### src/rtl/uplink_rx.sv
// Uplink receiver: buffers UPLINK-ONE/ZERO strobes, issues SHANC/SHINC counter requests, raises UPRUPT per word.
// Optional partial-word idle timeout is compiled in with `define UPLINK_TIMEOUT_EN.
module uplink_rx #(
    parameter int WORD_BITS   = 15,
    parameter int FIFO_DEPTH  = 4,
    parameter int TIMEOUT_CYC = 1024
) (
    input  logic                           clk,
    input  logic                           rst_n,
    input  logic                           up_one,
    input  logic                           up_zero,
    input  logic                           up_block,
    output logic                           cnt_req,
    output logic                           cnt_shanc,
    input  logic                           cnt_ack,
    output logic                           uprupt_req,
    input  logic                           uprupt_ack,
    output logic [$clog2(WORD_BITS+1)-1:0] bit_cnt,
    output logic                           overflow,
    output logic                           frame_err
);

    localparam int AW = $clog2(FIFO_DEPTH);
    localparam int BW = $clog2(WORD_BITS+1);
    localparam logic [AW:0]   CNT_FULL = (AW+1)'(FIFO_DEPTH);
    localparam logic [BW-1:0] LAST_BIT = BW'(WORD_BITS-1);

    if (FIFO_DEPTH < 2 || (FIFO_DEPTH & (FIFO_DEPTH-1)) != 0 || TIMEOUT_CYC < 1 || WORD_BITS < 1) begin : g_bad_params
        $error("uplink_rx: FIFO_DEPTH must be a power of 2 >= 2, TIMEOUT_CYC and WORD_BITS >= 1");
    end

    logic            r_mem [FIFO_DEPTH];
    logic [AW-1:0]   r_wr_ptr;
    logic [AW-1:0]   r_rd_ptr;
    logic [AW:0]     r_count;
    logic            r_cnt_req;
    logic            r_shanc;
    logic            r_uprupt;
    logic [BW-1:0]   r_bit_cnt;
    logic            r_overflow;
    logic            r_frame_err;

    logic            w_accept;
    logic            w_illegal;
    logic            w_pop;
    logic            w_full;
    logic            w_push;
    logic            w_drop;
    logic [AW:0]     w_cnt_after_pop;
    logic [AW:0]     w_cnt_next;
    logic [AW-1:0]   w_rd_next;
    logic            w_word_done;
    logic            w_timeout;

    assign w_accept        = !up_block && (up_one ^ up_zero);
    assign w_illegal       = !up_block && up_one && up_zero;
    assign w_pop           = r_cnt_req && cnt_ack;
    assign w_full          = (r_count == CNT_FULL);
    assign w_push          = w_accept && (!w_full || w_pop);
    assign w_drop          = w_accept && w_full && !w_pop;
    assign w_cnt_after_pop = r_count - {{AW{1'b0}}, w_pop};
    assign w_cnt_next      = w_cnt_after_pop + {{AW{1'b0}}, w_push};
    assign w_rd_next       = w_pop ? r_rd_ptr + 1'b1 : r_rd_ptr;
    assign w_word_done     = w_pop && (r_bit_cnt == LAST_BIT);

`ifdef UPLINK_TIMEOUT_EN
    localparam int TW = $clog2(TIMEOUT_CYC+1);
    localparam logic [TW-1:0] IDLE_LAST = TW'(TIMEOUT_CYC-1);

    logic [TW-1:0] r_idle;
    logic          w_idle_run;

    assign w_idle_run = (r_count == '0) && !r_cnt_req && (r_bit_cnt != '0);
    assign w_timeout  = !w_accept && w_idle_run && (r_idle == IDLE_LAST);

    always_ff @(posedge clk or negedge rst_n) begin
        if (!rst_n) begin
            r_idle <= '0;
        end else if (w_accept || !w_idle_run || w_timeout) begin
            r_idle <= '0;
        end else begin
            r_idle <= r_idle + 1'b1;
        end
    end
`else
    assign w_timeout = 1'b0;
`endif

    // Storage holds data only; validity is tracked by the reset pointers and count.
    always_ff @(posedge clk) begin
        if (w_push) begin
            r_mem[r_wr_ptr] <= up_one;
        end
    end

    always_ff @(posedge clk or negedge rst_n) begin
        if (!rst_n) begin
            r_wr_ptr <= '0;
            r_rd_ptr <= '0;
            r_count  <= '0;
        end else begin
            if (w_push) begin
                r_wr_ptr <= r_wr_ptr + 1'b1;
            end
            r_rd_ptr <= w_rd_next;
            r_count  <= w_cnt_next;
        end
    end

    // A bit pushed this edge is excluded so a request appears one edge after the push.
    always_ff @(posedge clk or negedge rst_n) begin
        if (!rst_n) begin
            r_cnt_req <= 1'b0;
            r_shanc   <= 1'b0;
        end else begin
            r_cnt_req <= (w_cnt_after_pop != '0);
            r_shanc   <= r_mem[w_rd_next];
        end
    end

    always_ff @(posedge clk or negedge rst_n) begin
        if (!rst_n) begin
            r_bit_cnt   <= '0;
            r_uprupt    <= 1'b0;
            r_overflow  <= 1'b0;
            r_frame_err <= 1'b0;
        end else begin
            if (w_timeout || w_word_done) begin
                r_bit_cnt <= '0;
            end else if (w_pop) begin
                r_bit_cnt <= r_bit_cnt + 1'b1;
            end

            if (w_word_done) begin
                r_uprupt <= 1'b1;
            end else if (uprupt_ack) begin
                r_uprupt <= 1'b0;
            end

            // A fresh cause in the ack cycle keeps the flag set.
            if (w_drop || (w_word_done && r_uprupt)) begin
                r_overflow <= 1'b1;
            end else if (uprupt_ack) begin
                r_overflow <= 1'b0;
            end

            r_frame_err <= w_illegal || w_timeout;
        end
    end

    assign cnt_req    = r_cnt_req;
    assign cnt_shanc  = r_shanc;
    assign uprupt_req = r_uprupt;
    assign bit_cnt    = r_bit_cnt;
    assign overflow   = r_overflow;
    assign frame_err  = r_frame_err;

endmodule

### config.mk
export PLATFORM = sky130hd
export DESIGN_NAME = uplink_rx
export DESIGN_NICKNAME = d
export VERILOG_FILES = /design/src/rtl/uplink_rx.sv
export SDC_FILE = /design/constraint.sdc
export NUM_CORES = 1
export LEC_CHECK = 0
export ABC_CLOCK_PERIOD_IN_PS = 2029
export CORE_MARGIN = 10
export CORE_UTILIZATION = 51
export CTS_CLUSTER_DIAMETER = 60
export DETAILED_ROUTE_END_ITERATION = 7
export PLACE_DENSITY = 0.74
export SYNTH_ARGS = -nofsm -noshare
export SYNTH_HDL_FRONTEND = slang
export SYNTH_SLANG_ARGS = --single-unit
### constraint.sdc
create_clock -name clk -period 2.03 [get_ports clk]
set_input_delay 0.406 -clock clk [delete_from_list [all_inputs] [get_ports clk]]
set_output_delay 0.406 -clock clk [all_outputs]
set_load 0.02 [all_outputs]
# Word-level counts from Yosys, hierarchy flattened
# Memory sizes are Yosys's and may differ from the RTL's. A register that Yosys moved wholly into a read port is not among the register bits.
# Index checks and enable logic that the tools add are counted.
# W data, S select, Z words.
[word_totals]
ff_bits = 15
latchBits = 0
ram_bits = 4
out_inout_bits = 9
mem_count = 1
rom_bits = 0
[mem_list]
columns = ["memory", "words", "word_bits", "read_ports", "rd_clocked_by_memory_dff", "wr", "line_no", "source"]
rows = [
  ["r_mem", 4, 1, 1, 1, 1, "32", "logic r_mem [FIFO_DEPTH];"],
]
[op_classes]
muxes = 8
shift = 0
div_mod_pow = 0
eq_ne = 2
addsub = 5
magnitude_cmp = 0
multipliers = 0
n_reduce_logical = 19
n_bitwise = 1
[ops]
columns = ["operator", "count"]
rows = [
  ["$logic_and A1 B1 Y1", 9],
  ["$mux W4", 2],
  ["$reduce_bool A2 Y1", 3],
  ["$mux W1", 5],
  ["$add A2 B1 Y2 const B", 2],
  ["$add A4 B1 Y4 const B", 1],
  ["$eq A4 B4 Y1 const B", 1],
  ["$logic_not A1 Y1", 4],
  ["$add A3 B1 Y3", 1],
  ["$eq A3 B3 Y1 const B", 1],
  ["$reduce_bool A3 Y1", 1],
  ["$sub A3 B1 Y3", 1],
  ["$logic_or A1 B1 Y1", 2],
  ["$mux W2", 1],
  ["$xor A1 B1 Y1", 1],
]

# Depth between registers and ports, before layout
[logic_depth]
ltp_word = 6
ltp_mapped = 7

# Worst setup path after synthesis
# No wires, ideal clock.
[synth_timing]
kind = "reg2reg"
start = "register r_cnt_req, in the netlist cnt_req"
end = "register r_count[2]"
path_stages_with_launch = 8
arrival_time_ns = 1.692
setup_slack_ns = 0.213
path_cell_list = "dfrtp_1 nand2_2 clkinv_1 ha_1 inv_1 ha_1 ha_1 xnor2_1"
[synth_between]
elab_chain_cells = 4
word_cells_on_any_way = 5
cone_classes = "2 x add/sub; 3 x reduce/logical"
[synth_rtl]
columns = ["element", "line_no", "source"]
rows = [
  ["start, declared", "36", "logic r_cnt_req;"],
  ["start signal, assigned", "116", "r_cnt_req <= (w_cnt_after_pop != '0);"],
  ["$logic_and A1 B1 Y1 (*)", "57", "assign w_pop = r_cnt_req && cnt_ack;"],
  ["parallel branches: the longest is 2 deep, another holds $sub A3 B1 Y3", "-", ""],
  ["$add A3 B1 Y3 (*)", "62", "assign w_cnt_next = w_cnt_after_pop + {{AW{1'b0}}, w_push};"],
  ["net w_cnt_next[2]", "50", "logic [AW:0] w_cnt_next;"],
  ["end signal, assigned", "106", "r_count <= w_cnt_next;"],
  ["end, declared", "35", "logic [AW:0] r_count;"],
]
# Mark *: on every way through the listed nets, which the timed path passes.
# A chain may end at the register's enable or synchronous reset.

# Worst setup path after layout
[layout_timing]
start = "register r_cnt_req, in the netlist cnt_req"
end = "output port cnt_req"
[layout_lines]
columns = ["element", "line_no", "source"]
rows = [
  ["end, declared", "13", "output logic cnt_req,"],
]
# No word-level cell between the ends.

==> metrics <==
YS warnings 0; wire per inst 13.5 um; Tmin final 1.85 ns; Setup TNS Final 0 ns; Peak VDD IR 0.771 mV; Crit path max-delay family buffers and inverters; Post-CTS Hold Fix Bufs 0; max_slew headroom 0.787; Required @ worst endpoint 1.62 ns; Rows 16; vias in the first global route 775; syn_nets 104; share of layout cells above drive strength 1 0.107; Top FF cell, synth dfrtp_1; Post-Synthesis Cells 87; clock sinks 20; Final #Nets 130; ys async rst share 0.800; Switching Power 0.000611 W; crit end category output port; Vias/cell 4.98; crit path kind flip-flop to output port; FMAX 541 MHz; routability cong. 0.743; port bufs 15; CTS H-tree lvls 1; Final Max Slew Viols 0; commonest cells after routing, fill and taps aside dfrtp_1 (16), clkdlybuf4s50_1 (15), ha_1 (10); final hold viol count 0; Yosys reg bits 20; unrepaired setup endpoints after global routing no; CP max stage delay 0.66 ns; clock share of power 0.121; DR vias 692; combinational fraction of design power 0.439; number of diodes 0; core area 1920 um2; CP bufs+invs 1; CTS tree built; die height 64.4 um; Cell Area, Synth 1010 um2; Hold Crit Class input pin to async pin; pin slew with the least headroom to its limit 0.317 ns; GRT Util Overall 0.0956; Sw Share 0.383; Slowest-stage cell, CP clkdlybuf4s50_1; Final Instance Area 1260 um2; chip width 64.4 um; Syn Area/Cell 11.6 um2; Cell variety after synth 28; Clock Root Buffer clkbuf_4; PD cells 1260 nW/um2; number of flops mapped to enable cells by yosys 4; Routed Antenna Nets 0; Max Cap Viol 0; total global routing overflow 0; Worst Clk Skew 0.00511 ns; WP data arrival 1.44 ns; Setup Fix Bufs, Post-CTS 0; largest net degree at the start of global routing 17; P&R area growth vs syn 25.3%; Leak 0.563 nW; first-pass GRT wire length 3270 um; Detailed Routing Iterations Pass 1 4; Final period util 0.911; worst-path cell chain clkdlybuf4s50_1; final setup fails 0; post-synthesis sequential area ratio 0.517; sequential share of power 0.440; post-CTS sizing 0; Worst-Skew Late Latency 0.29 ns; Pwr Total 0.00160 W; most common cell after layout, fill and taps aside dfrtp_1; DP HPWL 1530 um; die area 4150 um2; drt drc 0; I/O pin count 16; Cell Int Power 0.000985 W; Post-Place Cell Area 1240 um2; Worst setup SP type flip-flop; status finished, final reports clean; wirelength, routed 1880 um; antenna violations before repair 0; Clock transition at path regs 0.11 ns; CP startpoint cnt_req$_DFF_PN0_; CTS Buf Count 3; Crit Reg-Reg Startpoint cnt_req$_DFF_PN0_; CP max FO 7; Initial Utilization 0.524; Longest Clk Path Bufs 2; DRC marker count from the first detailed-route iteration 24
## power groups by stage
stage / sequential [W] / combinational, W / clock, W
after detailed placement: 0.000711 / 0.000704 / 0
after CTS: 0.000702 / 0.000709 / 0.000203
final: 0.000703 / 0.000700 / 0.000193
after global routing: 0.000734 / 0.000778 / 0.000212
after floorplan: 0.000756 / 0.000386 / 0
after global placement: 0.000701 / 0.000675 / 0
## Yosys cell counts, types with 2 or more instances
library cell  instances  area, um2
a211oi_1              3       22.5
a21oi_1               2       10.0
and2_1                4       25.0
dfrtp_1              16        400
edfxtp_1              4        120
ha_1                 10        125
inv_1                 9       33.8
nand2_1               6       22.5
nand3_1               3       15.0
nor2_1                5       18.8
o21ai_0               3       15.0
xnor2_1               6       52.6
## cell families after synthesis
family,share of synthesized area
xor+xnor,0.0609
mux,0.0248
flops,0.517
compound gates,0.106
fa+ha+maj,0.124
simple gates,0.130
buf+inv,0.0373
## stage by stage
step / cells / utilization / hold WS [ns] / setup slack, ns
floorplan: 87 / - / 0.110 / 0.213
global placement: 135 / 0.643 / 0.498 / 0.0396
detailed placement: 135 / 0.643 / 0.522 / -0.0331
CTS: 139 / 0.657 / 0.416 / 0.166
global route: 139 / 0.657 / 0.428 / 0.123
finish: 139 / 0.657 / 0.421 / 0.181
## flip-flops by register name, summed over array words and instances (netlist names)
signal,cells
bit_cnt,4
frame_err,1
cnt_req,1
r_count,3
r_rd_ptr,2
r_wr_ptr,2
uprupt_req,1
r_mem,4
cnt_shanc,1
overflow,1
## worst register-to-register path: cells and delay by family (launching register included)
family,cells,cell delay [ns]
buf+inv,2,0.15
flops,1,0.48
xor+xnor,1,0.13
fa+ha+maj,3,0.69
simple gates,1,0.15
## final timing paths
path                                          endpoint  slack, ns  cells past startpoint
min in group clk                bit_cnt[3]$_DFFE_PN0P_       0.54                      1
worst min register to register  bit_cnt[3]$_DFFE_PN0P_       0.54                      1
worst max register to register    r_count[2]$_DFF_PN0_       0.33                      7
worst max-delay path                           cnt_req       0.18                      1
max in group asynchronous         r_count[0]$_DFF_PN0_       1.43                      2
worst min-delay path               frame_err$_DFF_PN0_       0.42                      2
## routing by layer
layer / global-route usage / share of wire / vias up
met1: 0.106 / 0.45 / 326
met5: 0 / 0 / -
met2: 0.164 / 0.51 / 11
met3: 0.0275 / 0.039 / 2
li1: - / - / 353
met4: 0.0455 / 0.0069 / 0
## cell type report
type,instances,area [um2]
multi-input combinational,57,449
fill,164,659
clock buffer,4,26.3
timing repair buffer,21,195
inverter,10,37.5
tap,27,33.8
sequential,20,520
No activity file was read; power rests on OpenSTA's default activity.
